--- src/rtl/actuator_start_sequencer.sv ---
// Staged actuator start-up: channels are enabled one at a time. Each channel
// must confirm its feedback, then dwell, before the next one is enabled.
module actuator_start_sequencer #(
    parameter int N_CH     = 4,
    parameter int STEP_DLY = 1000,
    parameter int FB_TO    = 5000
) (
    input  logic            clk,
    input  logic            rst_n,
    input  logic            shutdown_in,
    input  logic            start_req,
    input  logic [N_CH-1:0] fb_ok,
    input  logic            ack_pulse,
    output logic [N_CH-1:0] en_o,
    output logic            busy_o,
    output logic            all_on_o,
    output logic            seq_fault_o,
    output logic [2:0]      fault_ch_o
);

    localparam int KW = (N_CH > 1) ? $clog2(N_CH) : 1;

    typedef enum logic [2:0] {IDLE, WAIT_FB, DWELL, RUN, FAULT} state_t;

    state_t          state;
    logic [KW-1:0]   k;
    logic [15:0]     timer;
    logic            start_prev;
    logic            start_rise;
    logic            below_hit;
    logic [2:0]      below_idx;
    logic            any_hit;
    logic [2:0]      any_idx;

    assign start_rise = start_req & ~start_prev;

    // Lowest-index lost feedback: descending loop, last hit wins.
    always_comb begin
        below_hit = 1'b0;
        below_idx = '0;
        any_hit   = 1'b0;
        any_idx   = '0;
        for (int j = N_CH - 1; j >= 0; j--) begin
            if (!fb_ok[j]) begin
                any_hit = 1'b1;
                any_idx = 3'(j);
                if (j < int'(k)) begin
                    below_hit = 1'b1;
                    below_idx = 3'(j);
                end
            end
        end
    end

    always_ff @(posedge clk or negedge rst_n) begin
        if (!rst_n) begin
            state       <= IDLE;
            k           <= '0;
            timer       <= '0;
            en_o        <= '0;
            seq_fault_o <= 1'b0;
            fault_ch_o  <= '0;
            start_prev  <= 1'b1;
        end else begin
            start_prev <= start_req;
            case (state)
                IDLE: begin
                    if (start_rise && !shutdown_in) begin
                        state <= WAIT_FB;
                        k     <= '0;
                        timer <= '0;
                        en_o  <= N_CH'(1);
                    end
                end
                WAIT_FB: begin
                    // Shutdown outranks every fault and progress condition.
                    if (shutdown_in) begin
                        state <= IDLE;
                        en_o  <= '0;
                        k     <= '0;
                        timer <= '0;
                    end else if (below_hit) begin
                        state       <= FAULT;
                        en_o        <= '0;
                        seq_fault_o <= 1'b1;
                        fault_ch_o  <= below_idx;
                    end else if (fb_ok[k]) begin
                        state <= DWELL;
                        timer <= '0;
                    end else if (timer == 16'(FB_TO - 1)) begin
                        state       <= FAULT;
                        en_o        <= '0;
                        seq_fault_o <= 1'b1;
                        fault_ch_o  <= 3'(k);
                    end else begin
                        timer <= timer + 16'd1;
                    end
                end
                DWELL: begin
                    if (shutdown_in) begin
                        state <= IDLE;
                        en_o  <= '0;
                        k     <= '0;
                        timer <= '0;
                    end else if (below_hit) begin
                        state       <= FAULT;
                        en_o        <= '0;
                        seq_fault_o <= 1'b1;
                        fault_ch_o  <= below_idx;
                    end else if (timer == 16'(STEP_DLY - 1)) begin
                        timer <= '0;
                        if (k == KW'(N_CH - 1)) begin
                            state <= RUN;
                        end else begin
                            k     <= k + 1'b1;
                            en_o  <= en_o | (N_CH'(1) << (k + 1'b1));
                            state <= WAIT_FB;
                        end
                    end else begin
                        timer <= timer + 16'd1;
                    end
                end
                RUN: begin
                    if (shutdown_in) begin
                        state <= IDLE;
                        en_o  <= '0;
                        k     <= '0;
                    end else if (any_hit) begin
                        state       <= FAULT;
                        en_o        <= '0;
                        seq_fault_o <= 1'b1;
                        fault_ch_o  <= any_idx;
                    end else if (!start_req) begin
                        state <= IDLE;
                        en_o  <= '0;
                        k     <= '0;
                    end
                end
                FAULT: begin
                    en_o <= '0;
                    if (ack_pulse && !start_req) begin
                        state       <= IDLE;
                        seq_fault_o <= 1'b0;
                        k           <= '0;
                        timer       <= '0;
                    end
                end
                default: begin
                    state <= IDLE;
                    en_o  <= '0;
                end
            endcase
        end
    end

    assign busy_o   = (state == WAIT_FB) || (state == DWELL);
    assign all_on_o = (state == RUN);

endmodule

--- config.mk ---
export PLATFORM = sky130hd
export DESIGN_NAME = actuator_start_sequencer
export DESIGN_NICKNAME = d
export VERILOG_FILES = /design/src/rtl/actuator_start_sequencer.sv
export SDC_FILE = /design/constraint.sdc
export NUM_CORES = 1
export LEC_CHECK = 0
export CAP_MARGIN = 25
export CORE_ASPECT_RATIO = 0.6
export CORE_UTILIZATION = 55
export DETAILED_ROUTE_END_ITERATION = 12
export PLACE_DENSITY_LB_ADDON = 0.25
export SLEW_MARGIN = 20
export SYNTH_ARGS = -nofsm -noshare
export SYNTH_HDL_FRONTEND = slang
export SYNTH_SLANG_ARGS = --single-unit
--- constraint.sdc ---
create_clock -name clk -period 4.3 [get_ports clk]
set_input_delay 1.075 -clock clk [delete_from_list [all_inputs] [get_ports clk]]
set_output_delay 1.075 -clock clk [all_outputs]
set_load 0.005 [all_outputs]
==> results of run 1 <==
==> sequential cells by signal (all words and copies together), names as in the netlist <==
signal	flops
timer	16
en_o	4
state	3
fault_ch_o	2
k	2
seq_fault_o	1
start_prev	1
==> layout by cell type, fill, tap and decap left out, drive strengths merged, types with 4 or more instances in the layout <==
cell           instances
dfrtp                 28
a21oi                 17
clkdlybuf4s50         17
nand2                 16
o21ai                 15
inv                   14
or4                   12
o31ai                 11
nand3                  9
nor2                   8
clkbuf                 7
nand2b                 6
ha                     6
nand4                  5
or3                    5
buf                    5
a211oi                 4
and4                   4
==> report_power, final <==
group          internal (mW)  switching, mW
clock                  0.144          0.107
combinational          0.179          0.226
sequential             0.308         0.0529
total                  0.631          0.387
==> area by class of cell <==
class | instances | area, µm²
clock buffer | 7 | 96.3
clock inverter | 1 | 5.00
fill | 278 | 1060
inverter | 14 | 52.6
multi-input combinational | 171 | 1160
sequential | 29 | 727
tap | 45 | 56.3
timing repair buffer | 22 | 208
==> routing by layer <==
layer	part of all wire [%]	GRT usage (%)	vias up
met5	0	0	-
met4	0.67	8.33	0
met3	8.9	9.06	9
met2	38	32.8	99
met1	52	46.4	887
li1	-	-	900
==> logic make-up after synthesis <==
kind of cell,count (synthesis)
fa+ha+maj,6
buf+inv,25
compound gates,69
mux,6
xor+xnor,1
other cells,1
flops,29
simple gates,88
==> path summary, 6_finish.rpt <==
check / depth (start not counted) / end / start
min: 1 / fault_ch_o[1] / fault_ch_o[1]
min reg2reg: 1 / fault_ch_o[1] / fault_ch_o[1]
max reg2reg: 5 / timer[15] / state[0]
max: 6 / fault_ch_o[0] / shutdown_in
min in group asynchronous: 2 / en_o[0] / rst_n
max in group asynchronous: 2 / start_prev / rst_n
==> worst reg2reg max path, delay by kind of cell (launching register included) <==
kind	cells	cell delay (ps)
AO/OA/AOI/OAI	3	940
flip-flops	1	540
AND/OR/NAND/NOR	2	1210
==> through the flow <==
step / instance area (µm²) / cells / utilization, % / power (mW) / setup WS [ps]
floorplan: 2000 / 225 / - / 0.630 / 1410
global placement: 2210 / 281 / 65.6 / 0.755 / 686
detailed placement: 2210 / 281 / 65.6 / 0.763 / 618
CTS: 2310 / 289 / 68.6 / 1.01 / 939
global route: 2310 / 289 / 68.6 / 1.09 / 695
finish: 2310 / 289 / 68.6 / 1.02 / 868
==> impl.org, run 1 <==
** Power
- Summed over all cells, the static leakage comes to between 0.9 and 1 nW.
- Power per standard cell area :: between 400 and 500 mW/mm²
- Max rail drop VDD :: between 0.3 and 0.4 mV

** Critical path
- Flop2flop setup slack :: between 1500 and 2000 ps
- Arrival time reported for the critical path endpoint :: around 3600 ps
- For the worst setup path, the data required time is 4460 ps.
- Together, buffers and inverters on the worst path number 1.
- STA classifies the critical path endpoint as a register.
- Highest net fanout along the worst path :: 8
- Critical path cell sequence :: clkdlybuf4s50_1, nor4b_1, nand2b_1, nor3_1, o221a_2, mux2_1
- STA classifies the critical path startpoint as an input port.
- Gate family responsible for the most delay along the worst path :: simple AND/OR/NAND/NOR gates
- For this run, the slowest stage of the critical path takes ~680 ps.
- The worst setup path is of the input port to register kind.
- Slowest cell on crit path :: sky130_fd_sc_hd__nor4b_1

** Yosys
- Netlist area before placement :: about 0.0020 mm²
- Number of enable flip-flop cells after synthesis :: 0
- Adder-Cell Fraction of Synth Area :: 3.76%
- Fraction of synthesized cell area in xor and xnor cells :: less than 1%
- By area, the combinational part of the netlist is dominated by simple AND/OR/NAND/NOR gates.
- Synth top area share :: about a third
- Synth Instances :: ~230
- Multiplexer share of the synthesized area :: approximately 3.8%
- For this run, the leading register cell type out of synthesis is sky130_fd_sc_hd__dfrtp_1.
- Number of synthesized register bits :: 29
- Most repeated cell in the gate-level netlist after synthesis :: sky130_fd_sc_hd__dfrtp_1
- After Yosys synthesis, and, or, nand and nor cells account for 27.0% of the synthesized area.
- Sorting the synthesized cells by how often they occur yields 28 x sky130_fd_sc_hd__dfrtp_1, 17 x sky130_fd_sc_hd__a21oi_1, 16 x sky130_fd_sc_hd__nand2_1.
- Sorting the synthesized cells by area gives the leading types as sky130_fd_sc_hd__dfrtp_1 35%, sky130_fd_sc_hd__or4_1 4.5%, sky130_fd_sc_hd__a21oi_1 4.3%.
- The synthesized netlist devotes 23.1% of its cell area to compound gates.
- Yosys top cell by area :: sky130_fd_sc_hd__dfrtp_1
- Synthesis produced a netlist with a net count of 240.
- The synthesized netlist contains 59 unique library cells.
- Syn. warnings :: 0
- Averaged over all synthesized cells, the footprint is around 9 µm².
- Ys async rst share :: 100%
- For this run, the register share of the synthesized area comes to ~36%.

** Detailed routing
- For this run, the detailed router's first-pass iteration total came to 5.
- Antenna viol nets, final :: 0
- Detailed routing inserted a total of about 1,900 vias.
- Routed via count divided by cell count :: roughly 6.6
- Violation count after the first detailed-route iteration :: ~170
- Average wire length per cell after detail routing :: 16.5 µm
- DRC violation count after routing :: 0
- Total Routed Length :: between 4000 and 5000 µm

** CTS
- Clock tree synthesis found a total of 29 sinks.
- Resized cells post-CTS :: 0
- In this run the post-CTS setup repair buffer count came out at 0.
- Hold buffers post-CTS :: 0
- Clock edge transition at the registers on the reported setup and hold paths :: roughly 60 ps
- TritonCTS clock tree :: yes
- In this run the deepest clock path goes through 2 buffers.
- TritonCTS created 5 clock buffers.
- The clock tree synthesis step divided the H-tree into 2 levels.
- Clock latency on the worst-skew pair, taken at its later pin, is roughly 280 ps.
- The tree is rooted in a sky130_fd_sc_hd__clkbuf_8.

** Final layout
- Fraction of layout cells with a size suffix above 1 :: 7.79%
- Nets :: around 260
- N_diodes :: 0
- Area growth, synth to finish :: 15.5%

** Die
- For this configuration, the core starts out at a cell density of roughly 60%.
- The region available for standard cell placement spans between 0.003 and 0.004 mm².
- Die H :: approximately 49 µm
- Number of rows created at floorplan :: 16
- The die covers ~0.0039 mm².
- Die width :: ~80 µm
- Boundary pin count :: 19

** Placement
- At the end of routability-driven placement, the weighted congestion stood at around 0.9.
- Post-detailed-placement half-perimeter wirelength :: between 3000 and 4000 µm
- Buffers placed on the I/O ports in this run total 17.

** Global routing
- The first global-routing pass estimated between 8000 and 9000 µm of wire.
- The initial antenna violation count was 0.
- Global routing finished with a remaining overflow of 0.
- Across every metal layer, demand over resource in global routing totals about 28%.
- Entering global routing, the biggest net connects 30 pins.
- Via count of the first global-routing pass :: 1,671

** Job
- Number of violations of the max-capacitance limit :: 0

** STA
- For the final routed database, the setup TNS stands at 0 ps.
- Transition at the pin with the smallest max-transition slack :: roughly 900 ps
- Setup repair after global routing left no endpoint under its margin.
- Layout Skew :: ~4.4 ps
- Final setup fails :: 0
- The number of max-slew violations in the final report was 0.
- For this run, the top clock speed supported by timing is 291 MHz.
- Worst hold slack across all endpoints :: roughly 490 ps
- Time the worst path needs with I/O delays and setup :: between 3000 and 4000 ps
- Total count of hold-check failures in the final report :: 0
- After layout, the worst path uses roughly four fifths of the clock period.
- In this run the tightest slew margin relative to its limit is roughly two fifths.

** Min path
- Path category of the worst min-delay check :: register to register

** Status
- Result of the run :: finished clean
Power figures use the tool's default switching activity.
==> run 2, diff against run 1 <==
- CORE_UTILIZATION: 55 -> 52
- clock period: 4.3 -> 2.9 ns (I/O delays scaled with it)
==> run 2 against run 1 <==
  * Combinational power increased by 82%
  * Highest routed layer unchanged
  * Final cell count increased by 6.6%
  * Register-to-register slack got worse by 950 ps
  * First-iteration DRC count decreased by 5.8%
  * Sequential power increased by 40%
  * Global-route usage decreased by 0.95 points
  * Cell area increased by 6.2%
  * Clock power increased by 46%
==> impl.org, run 2 (synthesis results as in run 1) <==
** Die
- The initial utilization of the core area, before any placement, comes to a little over half.
- The floorplan step defined a die boundary enclosing 0.00410 mm².
- Number of rows created at floorplan :: 17
- The region available for standard cell placement spans roughly 0.0037 mm².
- The die is 50 µm tall.
- From left edge to right edge, the die measures between 80 and 90 µm.
- In this run the count of I/O pins placed on the die edge is 19.

** CTS
- Buffer depth of the longest clock path :: 2
- In this run the clock root is driven by a sky130_fd_sc_hd__clkbuf_8.
- CTS built an H-tree with a depth of 2.
- For this design, the CTS-stage hold fixing added 0 buffers.
- Clock buffer count from CTS :: 5
- Clk sinks :: 29
- Number of setup buffers added after CTS :: 0
- TritonCTS built the clock tree.
- Worst-skew pair later-pin latency :: around 280 ps
- Clock-pin slew was measured on the worst setup and hold paths at ~60 ps.
- Gates resized during post-CTS repair numbered 0.

** STA
- Time the worst path needs with I/O delays and setup :: approximately 2800 ps
- Between clock sinks in the finished design, the worst skew comes to a little under 9 ps.
- Total count of hold-check failures in the final report :: 0
- Final setup fails :: 0
- In the finished design, the share of the clock period the worst path needs comes to a little over nine tenths.
- In the final timing run, aggregate negative setup slack is 0 ps.
- Unrepaired setup endpoints after global routing :: no
- Achievable clock frequency :: 361 MHz
- The number of max-slew violations in the final report came to 0.
- Max_slew headroom :: a little over three fifths
- At the pin with the least slew margin, the transition time is between 500 and 600 ps.

** Final layout
- The repair_antennas step left the layout with diodes totalling 0.
- Nets :: between 200 and 300
- Leading cell type in the layout, fill and taps excluded :: sky130_fd_sc_hd__dfrtp_1
- The register with the most flip-flops in the layout has 16 of them.
- Ranked by flip-flop count, first place goes to timer.
- The largest registers in the layout are timer x16, en_o x4, state x3.
- Most frequent cells in the layout :: 28 x sky130_fd_sc_hd__dfrtp_1, 21 x sky130_fd_sc_hd__buf_4, 17 x sky130_fd_sc_hd__a21oi_1, 17 x sky130_fd_sc_hd__clkdlybuf4s50_1, 16 x sky130_fd_sc_hd__nand2_1
- Fill cells in the final layout number 323.
- Area growth, synth to finish :: 22.7%
- In the final layout, the share of cells above drive strength 1 is 13.8%.

** Detailed routing
- Iteration count of the initial detailed-routing pass :: 5
- In this run the remaining antenna-violating nets after routing total 0.
- For this block, wires on met1 add up to roughly 2600 µm.
- Highest routed metal layer :: met4
- After detailed routing, the average wire length per cell comes to 15.7 µm.
- In the detailed route, the total length drawn on met3 is 404 µm.
- DRC violation count after routing :: 0
- Vias :: 1,919
- Routed via count divided by cell count :: 6.23
- Total Routed Length :: 4850 µm
- The first routing iteration left around 160 violations.
- Routed wire length on met2 :: 1860 µm

** Status
- The flow ran to the end, and the final reports show no timing, DRC or antenna violations.

** Critical path
- Of all nets on the critical path, the largest fanout is 29.
- R2R Path End :: timer[9]
- In this run the worst setup path terminates at timer[9].
- Tracing the worst setup path back leads to its startpoint at ack_pulse.
- Slowest cell on crit path :: sky130_fd_sc_hd__or4_1
- The worst setup path is captured at a register.
- Traced cell by cell, the critical path runs through clkdlybuf4s50_1, or4b_1, o2bb2ai_1, a311o_1, buf_12, or4_1, a21oi_1.
- The startpoint identified for the worst register-to-register timing path is state[0].
- Data required time of the critical path :: 3110 ps
- For the worst flop-to-flop path, the logic depth is 6.
- The largest single stage delay on the critical path is between 500 and 600 ps.
- Flop2flop setup slack :: around 590 ps
- By startpoint and endpoint, the worst setup path is classified as input port to register.
- Kind of start point of the critical path :: input port
- Arrival time reported for the critical path endpoint :: 2980 ps

** Global routing
- Global-route wire length before repair :: between 8000 and 9000 µm
- The initial antenna violation count was 0.
- After global routing the overflow that remains totals 0.
- Global routing used between 20% and 30% of the available tracks.
- The number of global-route vias before repair came to ~1,700.
- Largest net degree at the start of global routing :: 30

** Power
- In this run the static leakage power is slightly below 1 nW.
- Max rail drop VDD :: between 0.5 and 0.6 mV
- The design draws about 1.6 mW.
- Power per standard cell area :: around 660 mW/mm²

** Min path
- The worst hold path belongs to the class register to register.

** Placement
- Post-detailed-placement half-perimeter wirelength :: around 3600 µm
- Final weighted congestion in routability-driven placement :: 0.926
- During placement, the flow inserted port buffers numbering 17.

** Job
- Number of violations of the max-capacitance limit :: 0
==> run 2: changes by cell type in the layout (fill, tap and decap cells not counted), sizes merged <==
cell	delta
buf	+17
==> run 2: report_power, final <==
part | internal [mW] | total (mW) | switching [mW]
Combinational | 0.346 | 0.739 | 0.393
Sequential | 0.457 | 0.506 | 0.0489
Clock | 0.214 | 0.368 | 0.154
==> run 2: how the worst min path moves through the flow <==
stage | start | to | slack, ps | depth (start not counted)
finish | fault_ch_o[1] | fault_ch_o[1] | 490 | 1
global route | fault_ch_o[1] | fault_ch_o[1] | 510 | 1
CTS | fault_ch_o[1] | fault_ch_o[1] | 500 | 1
detailed placement | fault_ch_o[0] | fault_ch_o[0] | 490 | 1
global placement | fault_ch_o[1] | fault_ch_o[1] | 470 | 1
floorplan | rst_n | en_o[0] | 430 | 0
==> run 2: routing by layer <==
metal / vias up / track usage, %
met5: - / 0
li1: 933 / -
met1: 904 / 43.9
met2: 78 / 34.0
met4: 0 / 5.26
met3: 4 / 8.15
==> run 2: final cells by class <==
| type | count | area [µm²] | area share, % |
|---|---|---|---|
| clock inverters | 1 | 5.00 | 0.204 |
| flip-flops and latches | 29 | 727 | 29.7 |
| repair buffers | 39 | 348 | 14.2 |
| inverters | 14 | 52.6 | 2.15 |
| multi-input cells | 171 | 1160 | 47.4 |
| well taps | 47 | 58.8 | 2.40 |
| clock buffers | 7 | 96.3 | 3.93 |
==> run 2: critical path: cells and delay by family <==
kind / cells / cell delay (ps)
AO/OA/AOI/OAI: 3 / 640
AND/OR/NAND/NOR: 2 / 960
buffers and inverters: 2 / 630
==> run 2: per-stage QoR <==
| stage | setup slack, ps | utilization, % | std cells | area, µm² | hold slack, ps |
|---|---|---|---|---|---|
| after floorplan | 364 | - | 225 | 2000 | 429 |
| after global placement | -155 | 63.8 | 300 | 2350 | 473 |
| after detailed placement | -200 | 63.8 | 300 | 2350 | 488 |
| after CTS | 99.9 | 66.6 | 308 | 2450 | 502 |
| after global routing | 45.3 | 66.6 | 308 | 2450 | 514 |
| final | 127 | 66.6 | 308 | 2450 | 491 |
==> variant 1 (flow settings as in run 1) <==
Put one more register stage on the output `seq_fault_o`, cleared by the reset. The value now appears one clock later. The other outputs are not delayed to match.
--- a/src/rtl/actuator_start_sequencer.sv
+++ b/src/rtl/actuator_start_sequencer.sv
@@ -22,4 +22,6 @@
 
     typedef enum logic [2:0] {IDLE, WAIT_FB, DWELL, RUN, FAULT} state_t;
+
+    logic seq_fault_s0;
 
     state_t          state;
@@ -59,5 +61,5 @@
             timer       <= '0;
             en_o        <= '0;
-            seq_fault_o <= 1'b0;
+            seq_fault_s0 <= 1'b0;
             fault_ch_o  <= '0;
             start_prev  <= 1'b1;
@@ -83,5 +85,5 @@
                         state       <= FAULT;
                         en_o        <= '0;
-                        seq_fault_o <= 1'b1;
+                        seq_fault_s0 <= 1'b1;
                         fault_ch_o  <= below_idx;
                     end else if (fb_ok[k]) begin
@@ -91,5 +93,5 @@
                         state       <= FAULT;
                         en_o        <= '0;
-                        seq_fault_o <= 1'b1;
+                        seq_fault_s0 <= 1'b1;
                         fault_ch_o  <= 3'(k);
                     end else begin
@@ -106,5 +108,5 @@
                         state       <= FAULT;
                         en_o        <= '0;
-                        seq_fault_o <= 1'b1;
+                        seq_fault_s0 <= 1'b1;
                         fault_ch_o  <= below_idx;
                     end else if (timer == 16'(STEP_DLY - 1)) begin
@@ -129,5 +131,5 @@
                         state       <= FAULT;
                         en_o        <= '0;
-                        seq_fault_o <= 1'b1;
+                        seq_fault_s0 <= 1'b1;
                         fault_ch_o  <= any_idx;
                     end else if (!start_req) begin
@@ -141,5 +143,5 @@
                     if (ack_pulse && !start_req) begin
                         state       <= IDLE;
-                        seq_fault_o <= 1'b0;
+                        seq_fault_s0 <= 1'b0;
                         k           <= '0;
                         timer       <= '0;
@@ -157,4 +159,12 @@
     assign all_on_o = (state == RUN);
 
+    always_ff @(posedge clk or negedge rst_n) begin
+        if (!rst_n) begin
+            seq_fault_o <= '0;
+        end else begin
+            seq_fault_o <= seq_fault_s0;
+        end
+    end
+
 endmodule
 
Function: same outputs for any inputs over 10 cycles, from zero or initial values and one cycle with rst_n low; that may be too few to reach the edited logic, so the function may still have changed.
==> variant 1 against run 1 <==
Critical path depth unchanged; sequential cell count rose by 1; area after synthesis increased by 9.3%; core utilization shrank 3.1 points; routed wire length rose by 8.3%; worst setup slack better by 180 ps; sequential share of layout area down 0.67 points; maximum frequency rose by 5.7%; final area increased by 5.7%; power up 13%.
==> variant 1: results (changes against run 1) <==
| Metric | Value |
|---|---|
| Outcome | finished clean |
| Adder-cell area share of the yosys netlist | 3.44% (-0.32 points) |
| Worst Skew | 9.17 ps (+4.77 ps) |
| Pleak | 0.922 nW (+2.3%) |
| Max stage delay on crit path | 640 ps (-40 ps) |
| Post-synthesis sequential area ratio | 34.5% (-1.9 points) |
| Cells after synthesis | 246 (+9.3%) |
| Total GRT Usage | 26.7% (-1.3 points) |
| Crit path launch | fb_ok[0] |
| HPWL Detailed | 3800 um (+12%) |
| Wl on met1 | 2830 um (+13%) |
| Hold_ws | 432 ps (-53.4 ps) |
| Synth area leaders | dfrtp_1, a211oi_1, inv_1 |
| Xor/xnor share of the synthesized area | 0.401% (-0.037 points) |
| First-pass GRT wire length | 8780 um (+6.9%) |
| Layout cell share with drive strength beyond 1 | 9.62% (+1.8 points) |
| Critical-path top delay cell | clkdlybuf4s50_1 |
| Max Fanout on Critical Path | 10 (+2) |
| Reg2reg start | k[1] |
| Synth unique cells | 57 (-3.4%) |
| Family with the most delay on the worst path | compound AO/OA/AOI/OAI gates |
| Most instantiated cells after synthesis | dfrtp_1, inv_1, nor2_1, nand2_1, o21ai_0 |
| Cell Count, Final, Fillers Out | 307 (+6.2%) |
| Placed cell area | 0.00235 mm^2 (+6.4%) |
| Final WS setup | 1050 ps (+184 ps) |
| Routability Congestion | 0.937 (+6.2%) |
| Complex-gate fraction of the synthesized area | 22.3% (-0.75 points) |
| Final nets | 274 (+6.2%) |
| Vias per inst | 6.30 (-4.0%) |
| Placement-stage worst setup slack | 817 ps (+199 ps) |
| Iter 0 DRT Violations | 212 (+24%) |
| Cells after DPL | 299 (+6.4%) |
| Register-to-register setup slack | 1710 ps (+170 ps) |
| Mux cell area share after synthesis | 4.87% (+1.1 points) |
| Worst Max-Slew Pin Slew | 789 ps (-125 ps) |
| Routed WL | 5170 um (+8.3%) |
-- variant 1: cell type report --
type	instances	area, um^2
clock buffer	7	86.3
clock inverter	1	5.00
fill	286	1280
inverter	24	90.1
multi-input combinational	179	1260
sequential	30	752
tap	47	58.8
timing repair buffer	19	185
-- variant 1: path summary, 6_finish.rpt --
kind | end | cells past startpoint
setup / recovery | fault_ch_o[0] | 6
hold / removal | seq_fault_o | 0
setup reg to reg | fault_ch_o[0] | 6
hold reg to reg | seq_fault_o | 0
max in group asynchronous | start_prev | 2
min in group asynchronous | timer[13] | 2
-- variant 1: routing by layer --
layer | GRT usage [%] | vias to the layer above
li1 | - | 944
met3 | 8.88 | 4
met4 | 4.31 | 0
met5 | 0 | -
met2 | 31.7 | 101
met1 | 44.4 | 884
-- variant 1: report_power, final --
part,switching (W),internal [W],total (W),leakage (nW)
logic,0.000266,0.000234,0.000500,0.471
clock network,0.000106,0.000129,0.000235,0.0482
registers,0.0000864,0.000330,0.000416,0.403
total,0.000459,0.000693,0.00115,0.922
==> variant 2 (settings of run 1) <==
Without the edit above. Set the parameter `N_CH` to 8 (it was 4).
--- a/src/rtl/actuator_start_sequencer.sv
+++ b/src/rtl/actuator_start_sequencer.sv
@@ -2,5 +2,5 @@
 // must confirm its feedback, then dwell, before the next one is enabled.
 module actuator_start_sequencer #(
-    parameter int N_CH     = 4,
+    parameter int N_CH     = 8,
     parameter int STEP_DLY = 1000,
     parameter int FB_TO    = 5000
Ports: changed (resized en_o and fb_ok); port bits go from 19 to 27. No check against the original RTL was run, so the function may have changed too.
==> variant 2 against run 1 <==
Area after synthesis grew 18%; power grew 25%; worst hold slack lost 11 ps; final area grew 19%; worst setup slack lost 52 ps; routed wire length grew 23%; sequential cell count grew 6; combinational power grew 47%.
==> variant 2: results (changes against run 1) <==
| Metric | Value |
|---|---|
| Final nets | 314 (+22%) |
| Relative slew slack | 45.3% (+6.2 points) |
| Vias in the first global route | 1,856 (+11%) |
| HPWL Detailed | 4410 um (+29%) |
| Post-synthesis sequential area ratio | 37.2% (+0.80 points) |
| Outcome | finished clean |
| Synth Net Count | 289 (+20%) |
| Largest net degree at the start of global routing | 36 (+20%) |
| Iter 0 DRT Violations | 252 (+47%) |
| Synth area leaders | dfrtp_1, o21ai_0, nand2_1 |
| First-pass GRT wire length | 9580 um (+17%) |
| Routed WL | 5880 um (+23%) |
| FMAX | 287 MHz (-1.5%) |
| Total GRT Usage | 28.4% (+0.39 points) |
| Adder-cell area share of the yosys netlist | 3.72% (-0.044 points) |
| Mux cell area share after synthesis | 4.67% (+0.91 points) |
| Pleak | 1.14 nW (+27%) |
| Layout cell share with drive strength beyond 1 | 8.47% (+0.69 points) |
| Xor/xnor share of the synthesized area | 0.372% (-0.067 points) |
| Vias per inst | 6.47 (-1.3%) |
| Peak supply drop | 186 uV (-47%) |
| Routability Congestion | 0.894 (+1.3%) |
| Reg2reg start | k[1] |
| Critical-path top delay cell | clkdlybuf4s50_1 |
| Worst Skew | 5.49 ps (+1.09 ps) |
| Fill cells | 350 (+26%) |
variant 2: metrics by stage:
step	power, W	std cells
floorplan	0.000825	269
global placement	0.00103	347
detailed placement	0.00104	347
CTS	0.00127	355
global route	0.00136	355
finish	0.00128	355
variant 2: cell type report:
type                            count  area (um^2)  area share, %
Clock inverter                      1         5.00          0.182
Sequential cell                    35          877           31.9
Tap cell                           60         75.1           2.73
Clock buffer                        7         76.3           2.78
Inverter                           12         45.0           1.64
Multi-Input combinational cell    211         1390           50.6
Timing Repair Buffer               29          278           10.1
variant 2: kinds of logic after synthesis:
logic type                 after synthesis
and+or+nand+nor                        112
AOI/OAI and AO/OA                       83
DFF                                     35
buffers and inverters                   23
muxes                                    8
adders and majority gates                7
xor gates and xnor gates                 1
variant 2: power by group:
group	leakage, nW	internal [W]	switching [W]	total (W)
registers	0.468	0.000379	0.0000683	0.000447
logic	0.631	0.000252	0.000345	0.000597
clock network	0.0422	0.000114	0.000118	0.000232
total	1.14	0.000745	0.000531	0.00128
variant 2: worst register-to-register path, stage by stage (launching register included):
cell	delay [ps]
dfrtp_1	590
mux4_2	570
mux2i_2	310
a22oi_1	340
and3_1	350
or4_1	510
nand2_1	70
variant 2: how the worst min path moves through the flow:
stage           startpoint          end  slack, ps  cells after the start
2_1_floorplan     timer[4]     timer[4]        470                      1
3_3_place_gp   seq_fault_o  seq_fault_o        460                      1
3_5_place_dp   seq_fault_o  seq_fault_o        470                      1
4_1_cts        seq_fault_o  seq_fault_o        480                      1
5_1_grt        seq_fault_o  seq_fault_o        490                      1
6_report       seq_fault_o  seq_fault_o        470                      1
variant 2: per-layer routing:
metal  vias up  global-route usage [%]
met1      1100                    47.7
met4         0                    8.33
met5         -                       0
met2       116                    33.1
met3         8                    6.77
li1       1073                       -
